[config.mk]
export PLATFORM = sky130hd
export DESIGN_NAME = mpu_sensor_scanner_flat
export DESIGN_NICKNAME = d
export VERILOG_FILES = /design/src/rtl/mpu_sensor_scanner_if.sv /design/src/rtl/mpu_sensor_scanner.sv /design/src/flat_wrapper.sv
export SDC_FILE = /design/constraint.sdc
export NUM_CORES = 1
export LEC_CHECK = 0
export CAP_MARGIN = 20
export CORE_ASPECT_RATIO = 2
export CORE_MARGIN = 1.5
export CORE_UTILIZATION = 40
export CTS_CLUSTER_DIAMETER = 30
export DETAILED_ROUTE_END_ITERATION = 12
export GPL_TIMING_DRIVEN = 0
export SLEW_MARGIN = 40
export SYNTH_ARGS = -nofsm -noshare
export SYNTH_HDL_FRONTEND = slang
export SYNTH_SLANG_ARGS = --single-unit
export TNS_END_PERCENT = 10
[constraint.sdc]
create_clock -name clk -period 2.4 [get_ports clk]
set_input_delay 0.48 -clock clk [delete_from_list [all_inputs] [get_ports clk]]
set_output_delay 0.48 -clock clk [all_outputs]
set_load 0.02 [all_outputs]
[src/rtl/mpu_sensor_scanner_if.sv]
// SPI byte-engine port bundle shared by the MPU9250 scanner (master) and the engine (slave).
interface mpu_sensor_scanner_if;
  logic [6:0] spi_address;
  logic [7:0] spi_wr_data;
  logic       spi_rd_wr_sel;
  logic       spi_start;
  logic       spi_busy;
  logic [7:0] spi_rd_data;

  // Handshake: spi_start is a one-cycle request, raised only while spi_busy=0 with address/data/sel
  // stable; the engine may raise spi_busy from the next cycle, and spi_rd_data is valid once it falls.
  modport master (
    output spi_address, spi_wr_data, spi_rd_wr_sel, spi_start,
    input  spi_busy, spi_rd_data
  );

  modport slave (
    input  spi_address, spi_wr_data, spi_rd_wr_sel, spi_start,
    output spi_busy, spi_rd_data
  );
endinterface

[src/rtl/mpu_sensor_scanner.sv]
// MPU9250 register scanner: wake, configure, then loop reading NUM_CH big-endian 16-bit channels.
// Optional WHO_AM_I check enabled by defining MPU_SCAN_WHOAMI_CHECK_EN.
module mpu_sensor_scanner #(
  parameter int unsigned NUM_CH      = 3,
  parameter logic [6:0]  START_ADDR  = 7'h3B,
  parameter int unsigned IDLE_CYCLES = 10,
  parameter logic [7:0]  EXPECT_ID   = 8'h71
) (
  input  logic                    clk,
  input  logic                    reset_n,
  mpu_sensor_scanner_if.master    spi,
  output logic [16*NUM_CH-1:0]    sample_data,
  output logic                    sample_valid,
  output logic                    arm_read_enable,
  output logic [15:0]             frame_count,
  output logic [7:0]              whoami,
  output logic                    init_done,
  output logic                    id_error,
  output logic [4:0]              dbg_state
);

  typedef enum logic [2:0] {
    ST_BOOT, ST_PWR, ST_ID, ST_CFG, ST_SCAN, ST_COMMIT, ST_IDLE, ST_ERR
  } state_e;

  typedef enum logic [1:0] {PH_XFER, PH_GUARD, PH_WAIT, PH_DONE} phase_e;

  localparam logic [3:0]  LAST_B    = 4'(2*NUM_CH-1);
  localparam logic [15:0] IDLE_LAST = 16'(IDLE_CYCLES - 1);

  state_e              state_q, state_d;
  phase_e              phase_q, phase_d;
  logic [3:0]          byte_q, byte_d;
  logic [7:0]          hold_q, hold_d;
  logic [16*NUM_CH-1:0] shadow_q, shadow_d;
  logic [16*NUM_CH-1:0] sample_data_q, sample_data_d;
  logic [15:0]         frame_count_q, frame_count_d;
  logic [15:0]         idle_cnt_q, idle_cnt_d;
  logic                init_done_q, init_done_d;
  logic                xfer_done;

`ifdef MPU_SCAN_WHOAMI_CHECK_EN
  logic [7:0] whoami_q, whoami_d;
  logic       id_error_q, id_error_d;
`endif

  always_comb begin
    state_d         = state_q;
    phase_d         = phase_q;
    byte_d          = byte_q;
    hold_d          = hold_q;
    shadow_d        = shadow_q;
    sample_data_d   = sample_data_q;
    frame_count_d   = frame_count_q;
    idle_cnt_d      = idle_cnt_q;
    init_done_d     = init_done_q;
`ifdef MPU_SCAN_WHOAMI_CHECK_EN
    whoami_d        = whoami_q;
    id_error_d      = id_error_q;
`endif
    spi.spi_address   = 7'h00;
    spi.spi_wr_data   = 8'h00;
    spi.spi_rd_wr_sel = 1'b1;
    spi.spi_start     = 1'b0;
    sample_valid      = 1'b0;
    arm_read_enable   = 1'b0;
    xfer_done         = 1'b0;

    case (state_q)
      ST_PWR:  begin spi.spi_address = 7'h6B; spi.spi_rd_wr_sel = 1'b0; end
      ST_ID:   spi.spi_address = 7'h75;
      ST_CFG:  begin spi.spi_address = 7'h37; spi.spi_wr_data = 8'h02; spi.spi_rd_wr_sel = 1'b0; end
      ST_SCAN: spi.spi_address = START_ADDR + {3'b000, byte_q};
      default: ;
    endcase

    // One byte transaction, shared by every bus-accessing state: XFER -> GUARD -> WAIT -> DONE.
    if (state_q inside {ST_PWR, ST_ID, ST_CFG, ST_SCAN}) begin
      case (phase_q)
        PH_XFER:  if (!spi.spi_busy) begin spi.spi_start = 1'b1; phase_d = PH_GUARD; end
        PH_GUARD: phase_d = PH_WAIT;
        PH_WAIT:  if (!spi.spi_busy) phase_d = PH_DONE;
        default:  begin phase_d = PH_XFER; xfer_done = 1'b1; end
      endcase
    end

    case (state_q)
      ST_BOOT: if (!spi.spi_busy) state_d = ST_PWR;
`ifdef MPU_SCAN_WHOAMI_CHECK_EN
      ST_PWR:  if (xfer_done) state_d = ST_ID;
      ST_ID: begin
        if (xfer_done) begin
          whoami_d = spi.spi_rd_data;
          if (spi.spi_rd_data == EXPECT_ID) state_d = ST_CFG;
          else begin
            id_error_d = 1'b1;
            state_d    = ST_ERR;
          end
        end
      end
`else
      ST_PWR:  if (xfer_done) state_d = ST_CFG;
`endif
      ST_CFG: begin
        if (xfer_done) begin
          init_done_d = 1'b1;
          byte_d      = 4'd0;
          state_d     = ST_SCAN;
        end
      end
      ST_SCAN: begin
        if (xfer_done) begin
          if (!byte_q[0]) hold_d = spi.spi_rd_data;
          else begin
            for (int k = 0; k < NUM_CH; k++)
              if (byte_q[3:1] == 3'(k)) shadow_d[16*k +: 16] = {hold_q, spi.spi_rd_data};
          end
          // Publish on the edge into COMMIT so data and count are already stable while sample_valid is high.
          if (byte_q == LAST_B) begin
            sample_data_d = shadow_d;
            frame_count_d = frame_count_q + 16'd1;
            byte_d        = 4'd0;
            state_d       = ST_COMMIT;
          end else begin
            byte_d = byte_q + 4'd1;
          end
        end
      end
      ST_COMMIT: begin
        sample_valid    = 1'b1;
        arm_read_enable = 1'b1;
        idle_cnt_d      = 16'd0;
        state_d         = (IDLE_CYCLES == 0) ? ST_SCAN : ST_IDLE;
      end
      ST_IDLE: begin
        arm_read_enable = 1'b1;
        if (idle_cnt_q == IDLE_LAST) state_d = ST_SCAN;
        else idle_cnt_d = idle_cnt_q + 16'd1;
      end
      default: ;
    endcase
  end

  always_ff @(posedge clk or negedge reset_n) begin
    if (!reset_n) begin
      state_q       <= ST_BOOT;
      phase_q       <= PH_XFER;
      byte_q        <= 4'd0;
      hold_q        <= 8'h00;
      shadow_q      <= '0;
      sample_data_q <= '0;
      frame_count_q <= 16'h0000;
      idle_cnt_q    <= 16'h0000;
      init_done_q   <= 1'b0;
    end else begin
      state_q       <= state_d;
      phase_q       <= phase_d;
      byte_q        <= byte_d;
      hold_q        <= hold_d;
      shadow_q      <= shadow_d;
      sample_data_q <= sample_data_d;
      frame_count_q <= frame_count_d;
      idle_cnt_q    <= idle_cnt_d;
      init_done_q   <= init_done_d;
    end
  end

`ifdef MPU_SCAN_WHOAMI_CHECK_EN
  always_ff @(posedge clk or negedge reset_n) begin
    if (!reset_n) begin
      whoami_q   <= 8'h00;
      id_error_q <= 1'b0;
    end else begin
      whoami_q   <= whoami_d;
      id_error_q <= id_error_d;
    end
  end

  assign whoami   = whoami_q;
  assign id_error = id_error_q;
`else
  // EXPECT_ID has no role without the identity check; keep it referenced.
  logic [7:0] unused_expect_id;
  assign unused_expect_id = EXPECT_ID;
  assign whoami           = 8'h00;
  assign id_error         = 1'b0;
`endif

  assign sample_data = sample_data_q;
  assign frame_count = frame_count_q;
  assign init_done   = init_done_q;
  assign dbg_state   = {state_q, phase_q};

endmodule

[src/flat_wrapper.sv]
// flat-port wrapper written by rule: the top's interface ports become plain ports
module mpu_sensor_scanner_flat 
#(
  parameter int unsigned NUM_CH      = 3,
  parameter logic [6:0]  START_ADDR  = 7'h3B,
  parameter int unsigned IDLE_CYCLES = 10,
  parameter logic [7:0]  EXPECT_ID   = 8'h71
)
  (clk, reset_n, sample_data, sample_valid, arm_read_enable, frame_count, whoami, init_done, id_error, dbg_state, spi_spi_address, spi_spi_wr_data, spi_spi_rd_wr_sel, spi_spi_start, spi_spi_busy, spi_spi_rd_data);
  mpu_sensor_scanner_if spi_i ();
  input  logic clk;
  input  logic reset_n;
  output logic [16*NUM_CH-1:0] sample_data;
  output logic sample_valid;
  output logic arm_read_enable;
  output logic [15:0] frame_count;
  output logic [7:0] whoami;
  output logic init_done;
  output logic id_error;
  output logic [4:0] dbg_state;
  output wire logic [$bits(spi_i.spi_address)-1:0] spi_spi_address;
  output wire logic [$bits(spi_i.spi_wr_data)-1:0] spi_spi_wr_data;
  output wire logic [$bits(spi_i.spi_rd_wr_sel)-1:0] spi_spi_rd_wr_sel;
  output wire logic [$bits(spi_i.spi_start)-1:0] spi_spi_start;
  input wire logic [$bits(spi_i.spi_busy)-1:0] spi_spi_busy;
  input wire logic [$bits(spi_i.spi_rd_data)-1:0] spi_spi_rd_data;
  assign spi_spi_address = spi_i.spi_address;
  assign spi_spi_wr_data = spi_i.spi_wr_data;
  assign spi_spi_rd_wr_sel = spi_i.spi_rd_wr_sel;
  assign spi_spi_start = spi_i.spi_start;
  assign spi_i.spi_busy = spi_spi_busy;
  assign spi_i.spi_rd_data = spi_spi_rd_data;
  mpu_sensor_scanner #(.NUM_CH(NUM_CH), .START_ADDR(START_ADDR), .IDLE_CYCLES(IDLE_CYCLES), .EXPECT_ID(EXPECT_ID)) u_core (.clk(clk), .reset_n(reset_n), .spi(spi_i), .sample_data(sample_data), .sample_valid(sample_valid), .arm_read_enable(arm_read_enable), .frame_count(frame_count), .whoami(whoami), .init_done(init_done), .id_error(id_error), .dbg_state(dbg_state));
endmodule
==> results.py, run 1 <==
metrics = {
    "global_routing": {
        "grt_max_degree": 54,
        "antenna_found_initial": 0,
        "grt_usage_pct": 20.8,
        "grt_pass1_vias": 5357,
        "grt_pass1_wl_mm": 28.5,
        "gr-total-overflow": 0,
    },
    "cts": {
        "tritoncts": "done",
        "cts.clk_slew.worst_paths_ns": 0.06,
        "numClockSinks": 146,
        "clockBufferDepth": 2,
        "cts_root_buf": "clkbuf_16",
        "cts_max_level": 4,
        "clk_latency_ns": 0.42,
        "cts_buffers": 17,
    },
    "timing": {
        "holdWs_ns": 0.484,
        "timing.fmax_mhz": 424,
        "period_share_pct": 98.4,
        "relSlewSlack_pct": 54.4,
        "rsz0062_at_grt": "true",
        "finalHoldViolations": 0,
        "tns_ns": 0,
        "fin_crit_ns": 2.36,
        "worstMarginPinSlew_ns": 0.678,
        "drv_slew": 0,
        "setup_viol": 0,
        "clock_skew_ns": 0.00639,
    },
    "layout": {
        "antennaDiodeCount": 0,
        "nets": 765,
        "area_growth_pct": 28.5,
        "fillers": 1528,
        "drive_gt1_share_pct": 22.5,
    },
    "placement": {
        "routabilityCongestion": 0.881,
        "port_buffers": 92,
        "dpl.hpwl_mm": 13.0,
    },
    "setup_path": {
        "end_kind": "output port",
        "path_max_fanout": 10,
        "path_class": "reg -> out",
        "cp_slowest_cell": "dfrtp_2",
        "critPathMaxStageDelay_ns": 0.47,
        "crit_path_end": "spi_spi_address[4]",
        "required_ns": 1.92,
        "startpoint_type": "flop",
        "path_common_cell": "buf_4",
        "cp.depth": 4,
        "crit_arrival_ns": 1.88,
        "worstPathCellList": "buf_4 > or3b_4 > o31ai_2 > buf_4",
        "r2r_cells": 7,
        "r2r_slack_ns": 0.29,
        "critPathLaunch": "u_core.state_q[0]$_DFFE_PN0P_",
        "r2r_end": "u_core.sample_data[42]$_DFFE_PN0P_",
        "worst-path-buf-inv": 2,
        "cpLargestDelayFamily": "flip-flops",
        "r2r_start": "u_core.phase_q[0]$_DFFE_PN0P_",
    },
    "floorplan": {
        "initial_core_util_pct": 40.7,
        "die_w_um": 96.5,
        "core_area_um2": 17200,
        "rows": 68,
        "pin_count": 109,
        "die-area_um2": 18300,
        "die_h_um": 190,
    },
    "route": {
        "wire_per_inst_um": 18.6,
        "first_pass_iters": 4,
        "routed_via_density": 5.28,
        "drt_iter0_markers": 139,
        "drt-total-wl_mm": 18.0,
        "ant_nets": 0,
        "drc": 0,
        "vias": 5110,
    },
    "synth": {
        "synth_top_cell_by_area": "dfrtp_1",
        "syn_inst": 608,
        "yosysUniqueCellTypes": 52,
        "syn_area_um2": 7000,
        "synth_top_area_share_pct": 52.2,
        "ys_async_sr_fraction_pct": 100,
        "synth_seq_area_share_pct": 52.2,
        "synth_ff_type": "dfrtp_1",
        "avgSynthCellArea_um2": 11.5,
        "synth_edf_count": 0,
        "ys_warn_count": 0,
        "ys_ff_latch": 146,
        "synthTopCellsByArea": "dfrtp_1 52%, mux2i_1 8.0%, mux2_4 6.4%",
    },
    "run_status": {
        "status": "finished, final reports clean",
    },
    "power_and_ir_drop": {
        "p_leak_nw": 4.10,
        "ir_drop_mv": 0.560,
        "p_per_area_nw_per_um2": 1020,
    },
    "worst_hold_path": {
        "hold_class": "reg -> reg",
    },
    "flow_run": {
        "maxCapViolCount": 0,
    },
}
==> what timing repair did <==
action | 4_1_cts | 5_1_grt
setup endpoints to repair | 12 | 14
hold endpoints to repair | 46 | 0
setup buffers | 2 | 5
resized for setup | 61 | 10
hold buffers | 1 | 0
pin swaps | 1 | 1
==> worst min path at each step <==
stage / depth (start not counted) / slack, ns / endpoint / start
4_1_cts: 1 / 0.49 / u_core.frame_count[15]$_DFFE_PN0P_ / u_core.frame_count[15]$_DFFE_PN0P_
2_1_floorplan: 0 / 0.18 / u_core.byte_q[0]$_DFFE_PN0P_ / reset_n
3_5_place_dp: 1 / 0.41 / u_core.idle_cnt_q[11]$_DFFE_PN0P_ / reset_n
6_report: 1 / 0.48 / u_core.frame_count[15]$_DFFE_PN0P_ / u_core.frame_count[15]$_DFFE_PN0P_
3_3_place_gp: 1 / 0.47 / u_core.frame_count[15]$_DFFE_PN0P_ / u_core.frame_count[15]$_DFFE_PN0P_
5_1_grt: 1 / 0.50 / u_core.frame_count[15]$_DFFE_PN0P_ / u_core.frame_count[15]$_DFFE_PN0P_
==> kinds of logic after synthesis <==
group | count (synthesis) | share of synthesized area (%)
multiplexers | 113 | 18.8
AO/OA/AOI/OAI | 89 | 7.12
adder cells (fa/ha/maj) | 10 | 1.79
AND/OR/NAND/NOR | 172 | 12.8
XOR/XNOR | 20 | 2.50
flip-flops | 146 | 52.2
buffers and inverters | 57 | 4.72
other | 1 | 0.0536
==> stage by stage <==
stage	power, mW	util [%]	worst slack, ns	std cells	cell area, um2
3_5_place_dp	6.40	48.3	-0.228	927	8300
2_1_floorplan	5.20	-	0.136	623	7050
4_1_cts	9.16	52.0	-0.0125	962	8940
5_1_grt	9.63	52.3	-0.0436	967	8990
6_report	9.17	52.3	0.0392	967	8990
3_3_place_gp	6.29	47.9	-4.97	925	8240
==> per-layer routing <==
metal	GRT usage (%)	share of wire, %
met2	38.1	57
met3	3.76	3.4
met4	8.31	2.6
met1	22.8	37
met5	0	0
==> where the power goes <==
part	internal, mW	switching [mW]
Clock	1.62	1.07
Combinational	1.47	1.58
Sequential	2.92	0.512
Total	6.01	3.16
==> cell usage in the layout, fill, tap and decap left out, types with 17 or more instances in the layout <==
cell,n
buf_4,33
clkbuf_16,17
clkdlybuf4s50_1,79
dfrtp_1,142
mux2_2,27
mux2_4,30
mux2i_1,56
nand2_1,78
o21ai_0,29
o21ai_1,34
==> sequential cells by signal, indices dropped and copies added (netlist names) <==
register	cells
u_core.byte_q	4
u_core.frame_count	16
u_core.hold_q	8
u_core.idle_cnt_q	16
u_core.init_done	1
u_core.phase_q	2
u_core.sample_data	48
u_core.shadow_q	48
u_core.state_q	3
==> synth_stat cells (all sizes together) (2+ instances only) <==
cell type	n
a21oi	8
a31o	5
a31oi	2
and3	5
and3b	3
and4	2
buf	39
clkbuf	8
dfrtp	146
ha	10
inv	9
mux2	57
mux2i	56
nand2	82
nand2b	2
nand3	14
nand3b	2
nand4	12
nor2	14
nor2b	3
nor3	6
nor3b	2
nor4	12
o21ai	63
o31ai	6
or3	2
or4	4
xnor2	15
xor2	5
==> cell type report <==
class / count / area, um2 / share of cell area [%]
sequential: 146 / 3660 / 40.7
clock inverter: 12 / 128 / 1.42
inverter: 10 / 38.8 / 0.431
tap: 210 / 263 / 2.92
timing repair buffer: 102 / 1020 / 11.3
buffer: 47 / 317 / 3.52
clock buffer: 20 / 467 / 5.19
multi-input combinational: 420 / 3110 / 34.5
Power figures use the tool's default switching activity.
==> run 2: changes to the inputs <==
--- a/config.mk
+++ b/config.mk
@@ -6,12 +6,15 @@
 export NUM_CORES = 1
 export LEC_CHECK = 0
 export CAP_MARGIN = 20
+export CELL_PAD_IN_SITES_DETAIL_PLACEMENT = 1
+export CELL_PAD_IN_SITES_GLOBAL_PLACEMENT = 1
 export CORE_ASPECT_RATIO = 2
 export CORE_MARGIN = 1.5
 export CORE_UTILIZATION = 40
 export CTS_CLUSTER_DIAMETER = 30
 export DETAILED_ROUTE_END_ITERATION = 12
 export GPL_TIMING_DRIVEN = 0
+export PLACE_DENSITY_LB_ADDON = 0.1
 export SLEW_MARGIN = 40
 export SYNTH_ARGS = -nofsm -noshare
 export SYNTH_HDL_FRONTEND = slang
==> results.py, run 2 (synthesis gave the netlist of run 1 again) <==
metrics = {
    "run_status": {
        "status": "finished, final reports clean",
    },
    "floorplan": {
        "core_area_um2": 17200,
        "pin_count": 109,
        "rows": 68,
        "die-area_um2": 18300,
        "die_h_um": 190,
        "initial_core_util_pct": 40.7,
        "die_w_um": 96.5,
    },
    "cts": {
        "tritoncts": "done",
        "clk_latency_ns": 0.42,
        "cts_buffers": 17,
        "cts_root_buf": "clkbuf_16",
        "cts_max_level": 4,
        "numClockSinks": 146,
        "clockBufferDepth": 2,
        "cts.clk_slew.worst_paths_ns": 0.06,
    },
    "setup_path": {
        "end_kind": "output port",
        "crit_arrival_ns": 1.89,
        "cp_slowest_cell": "or3b_4",
        "required_ns": 1.92,
        "r2r_slack_ns": 0.19,
        "r2r_start": "u_core.phase_q[1]$_DFFE_PN0P_",
        "path_class": "reg -> out",
        "r2r_end": "u_core.hold_q[6]$_DFFE_PN0P_",
        "r2r_cells": 4,
        "worstPathCellList": "clkbuf_4 > or3b_4 > o31ai_4 > buf_6",
        "startpoint_type": "flop",
        "crit_path_end": "spi_spi_address[4]",
        "critPathMaxStageDelay_ns": 0.45,
        "critPathLaunch": "u_core.state_q[1]$_DFFE_PN0P_",
        "path_max_fanout": 10,
    },
    "route": {
        "drc": 0,
        "wire_per_inst_um": 19.7,
        "drt_iter0_markers": 171,
        "ant_nets": 0,
        "vias": 5175,
        "drt-total-wl_mm": 19.1,
        "first_pass_iters": 5,
        "routed_via_density": 5.35,
    },
    "worst_hold_path": {
        "hold_class": "in -> async",
    },
    "timing": {
        "tns_ns": 0,
        "clock_skew_ns": 0.00840,
        "relSlewSlack_pct": 51.3,
        "setup_viol": 0,
        "finalHoldViolations": 0,
        "drv_slew": 0,
        "period_share_pct": 98.6,
        "fin_crit_ns": 2.37,
        "timing.fmax_mhz": 422,
        "rsz0062_at_grt": "true",
        "worstMarginPinSlew_ns": 0.723,
    },
    "power_and_ir_drop": {
        "p_leak_nw": 4.13,
        "ir_drop_mv": 0.510,
        "p_per_area_nw_per_um2": 1040,
    },
    "placement": {
        "dpl.hpwl_mm": 13.7,
        "routabilityCongestion": 0.817,
        "dp.cells": 927,
        "port_buffers": 92,
    },
    "layout": {
        "utilization_pct": 52.8,
        "area_growth_pct": 29.8,
        "antennaDiodeCount": 0,
        "final-instance-count-excl-fill": 968,
        "nets": 766,
        "final_common_cell": "dfrtp_1",
        "drive_gt1_share_pct": 22.7,
        "mostFrequentLayoutCells": "143 x dfrtp_1, 79 x clkdlybuf4s50_1, 78 x nand2_1",
    },
    "global_routing": {
        "use_met2_pct": 41.4,
        "gr-total-overflow": 0,
        "grtUsageMet1_pct": 24.1,
        "grt_pass1_wl_mm": 30.8,
        "met3_usage_pct": 4.04,
        "antenna_found_initial": 0,
        "grt_usage_pct": 22.5,
        "grt_pass1_vias": 5671,
        "busiest_layer": "met2",
        "grt_max_degree": 78,
    },
    "flow_run": {
        "maxCapViolCount": 0,
    },
}
## run 2: power breakdown
group / internal, mW / switching, mW
sequential: 2.92 / 0.491
combinational: 1.49 / 1.62
clock: 1.88 / 1.08
total: 6.29 / 3.20
## run 2: how the worst min path moves through the flow
| stage | from | endpoint | slack, ns | depth (start not counted) |
|---|---|---|---|---|
| 6_report | reset_n | u_core.idle_cnt_q[8]$_DFFE_PN0P_ | 0.43 | 2 |
| 5_1_grt | reset_n | u_core.idle_cnt_q[8]$_DFFE_PN0P_ | 0.42 | 2 |
| 4_1_cts | reset_n | u_core.idle_cnt_q[8]$_DFFE_PN0P_ | 0.41 | 2 |
| 3_5_place_dp | reset_n | u_core.idle_cnt_q[8]$_DFFE_PN0P_ | 0.27 | 1 |
| 3_3_place_gp | u_core.init_done$_DFFE_PN0P_ | u_core.init_done$_DFFE_PN0P_ | 0.46 | 1 |
| 2_1_floorplan | reset_n | u_core.byte_q[0]$_DFFE_PN0P_ | 0.18 | 0 |
## run 2: what timing repair did
action                                 CTS  global route
hold buffers                             1             0
pin swaps                                2             0
gates resized for setup                 67            12
setup buffers                            3             5
endpoints found under the hold margin    2             0
setup endpoints to repair               12            10
## run 2: area by class of cell
type	instances	area (um2)
Clock buffer	20	447
Sequential cell	146	3660
Timing Repair Buffer	103	1020
Buffer	47	315
Tap cell	210	263
Inverter	10	41.3
Fill cell	1851	8110
Multi-Input combinational cell	420	3130
Clock inverter	12	204
## run 2: per-stage QoR
stage                     setup slack (ns)  hold WS [ns]  cell area [um2]  power (mW)
after floorplan                      0.136         0.184             7050        5.20
after global placement               -5.03         0.456             8240        6.27
after detailed placement            -0.300         0.272             8300        6.42
after CTS                          -0.0569         0.412             9020        9.49
after global routing               -0.0509         0.422             9080        10.0
final                               0.0326         0.430             9080        9.49
## run 2: routing by layer
layer,share of wire (%),vias up
met1,38,2665
met2,57,101
met3,2.7,30
met5,0,-
met4,3.0,0
li1,-,2379
## run 2: worst max-delay path: cells and delay by family (launching register included)
| family | cells | cell delay [ns] |
|---|---|---|
| buffers and inverters | 2 | 0.36 |
| AO/OA/AOI/OAI | 1 | 0.25 |
| flip-flops | 1 | 0.42 |
| AND/OR/NAND/NOR | 1 | 0.45 |
==> run 3: changes to the inputs <==
==> constraint.sdc (replaced) <==
create_clock -name clk -period 2.2 [get_ports clk]
set_input_delay 0.44 -clock clk [delete_from_list [all_inputs] [get_ports clk]]
set_output_delay 0.44 -clock clk [all_outputs]
set_load 0.02 [all_outputs]
==> results.py, run 3 (synthesis gave the netlist of run 1 again) <==
metrics = {
    "layout": {
        "drive_gt1_share_pct": 24.9,
        "antennaDiodeCount": 0,
        "mostFrequentLayoutCells": "142 x dfrtp_1, 79 x clkdlybuf4s50_1, 77 x nand2_1",
        "multi_input_area_um2": 3190,
        "nets": 770,
        "fin_area_um2": 9220,
        "area_growth_pct": 31.7,
        "final-instance-count-excl-fill": 972,
        "layout.area.seq_um2": 3660,
        "fillers": 1824,
        "final_common_cell": "dfrtp_1",
    },
    "global_routing": {
        "grt_pass1_vias": 5730,
        "antenna_found_initial": 0,
        "grt_max_degree": 76,
        "grt_usage_pct": 22.9,
        "gr-total-overflow": 0,
        "grt_pass1_wl_mm": 31.3,
    },
    "route": {
        "first_pass_iters": 4,
        "routed_via_density": 5.34,
        "wire_per_inst_um": 20.1,
        "drc": 0,
        "drt-total-wl_mm": 19.6,
        "ant_nets": 0,
        "vias": 5189,
        "drt_iter0_markers": 175,
    },
    "timing": {
        "timing.fmax_mhz": 449,
        "finalHoldViolations": 14,
        "holdWs_ns": -0.0138,
        "drv_slew": 0,
        "rsz0062_at_grt": "true",
        "clock_skew_ns": 0.00701,
        "worstMarginPinSlew_ns": 0.717,
        "setup_viol": 1,
        "fin_crit_ns": 2.23,
        "tns_ns": -0.0255,
        "setup_ws_ns": -0.0255,
        "relSlewSlack_pct": 51.8,
        "period_share_pct": 101,
    },
    "setup_path": {
        "r2r_cells": 4,
        "cp_slowest_cell": "dfrtp_2",
        "r2r_slack_ns": 0.08,
        "worst-path-buf-inv": 2,
        "required_ns": 1.76,
        "crit_arrival_ns": 1.79,
        "end_kind": "output port",
        "r2r_start": "u_core.phase_q[0]$_DFFE_PN0P_",
        "r2r_end": "u_core.hold_q[7]$_DFFE_PN0P_",
        "cpLargestDelayFamily": "flip-flops",
        "path_max_fanout": 5,
        "critPathMaxStageDelay_ns": 0.44,
        "path_class": "reg -> out",
        "startpoint_type": "flop",
        "worstPathCellList": "buf_8 > or3b_4 > o31ai_4 > buf_6",
    },
    "floorplan": {
        "die_w_um": 96.5,
        "initial_core_util_pct": 40.7,
        "rows": 68,
        "die_h_um": 190,
        "die-area_um2": 18300,
        "pin_count": 109,
        "core_area_um2": 17200,
    },
    "cts": {
        "cts.clk_slew.worst_paths_ns": 0.06,
        "cts_buffers": 17,
        "clockBufferDepth": 2,
        "cts_max_level": 4,
        "tritoncts": "done",
        "clk_latency_ns": 0.42,
        "cts_root_buf": "clkbuf_16",
        "numClockSinks": 146,
        "hold_buffers": 0,
    },
    "placement": {
        "dp.cells": 926,
        "placed_cell_area_um2": 8280,
        "dpl.hpwl_mm": 13.8,
        "port_buffers": 92,
        "routabilityCongestion": 0.810,
    },
    "run_status": {
        "violations": "negative hold slack, negative setup slack",
        "status": "complete, but fails checks",
    },
    "power_and_ir_drop": {
        "ir_drop_mv": 0.636,
        "p_leak_nw": 4.19,
        "finalPower_mw": 10.8,
        "p_per_area_nw_per_um2": 1170,
    },
    "worst_hold_path": {
        "hold_class": "in -> async",
    },
    "flow_run": {
        "maxCapViolCount": 0,
    },
}
[run 3: cell types whose count changed in the layout (fill, tap and decap cells not counted), moves of 3 or more]
cell     previous run  this run
buf_6               4         8
o21ai_2             0         4
buf_4              32        42
buf_2              10         7
o21ai_0            29        26
[run 3: metrics by stage]
step                utilization (%)  setup WS (ns)
global placement               48.0          -5.19
detailed placement             48.2         -0.460
CTS                            52.7         -0.132
finish                         53.6        -0.0255
global route                   53.6        -0.0837
floorplan                         -         0.0440
[run 3: where the power goes]
| part | total, mW | internal [mW] | switching [mW] |
|---|---|---|---|
| combinational | 3.78 | 1.84 | 1.93 |
| clock | 3.33 | 2.17 | 1.17 |
| sequential | 3.70 | 3.19 | 0.514 |
[run 3: cell type report]
cell class | count | area share, %
sequential | 146 | 39.7
buffer | 47 | 3.52
inverter | 10 | 0.489
multi-input combinational | 420 | 34.6
clock inverter | 12 | 2.47
clock buffer | 20 | 4.85
tap | 210 | 2.85
timing repair buffer | 107 | 11.5
[run 3: layer usage]
metal  global-route usage [%]  vias up  share of wire (%)
li1                         -     2394                  -
met1                     25.1     2671                 37
met2                     42.5       92                 58
met3                     3.44       32                2.3
met4                     8.97        0                2.4
met5                        0        -                  0
[run 3: how the worst max path moves through the flow]
stage,from,end,slack [ns],cells past startpoint
finish,u_core.state_q[0]$_DFFE_PN0P_,spi_spi_address[4],-0.03,4
global route,u_core.state_q[0]$_DFFE_PN0P_,spi_spi_address[4],-0.08,4
CTS,u_core.state_q[2]$_DFFE_PN0P_,spi_spi_address[4],-0.13,4
detailed placement,u_core.state_q[1]$_DFFE_PN0P_,spi_spi_address[5],-0.46,5
global placement,reset_n,u_core.sample_data[11]$_DFFE_PN0P_,-5.19,1
floorplan,u_core.state_q[2]$_DFFE_PN0P_,spi_spi_address[2],0.04,3
[run 3: what timing repair did]
| item | CTS | global route |
|---|---|---|
| hold endpoints to repair | 0 | 0 |
| setup endpoints to repair | 23 | 33 |
| pin swaps | 2 | 3 |
| buffers inserted | 9 | 4 |
| cloned | 0 | 1 |
| gates resized for setup | 77 | 36 |
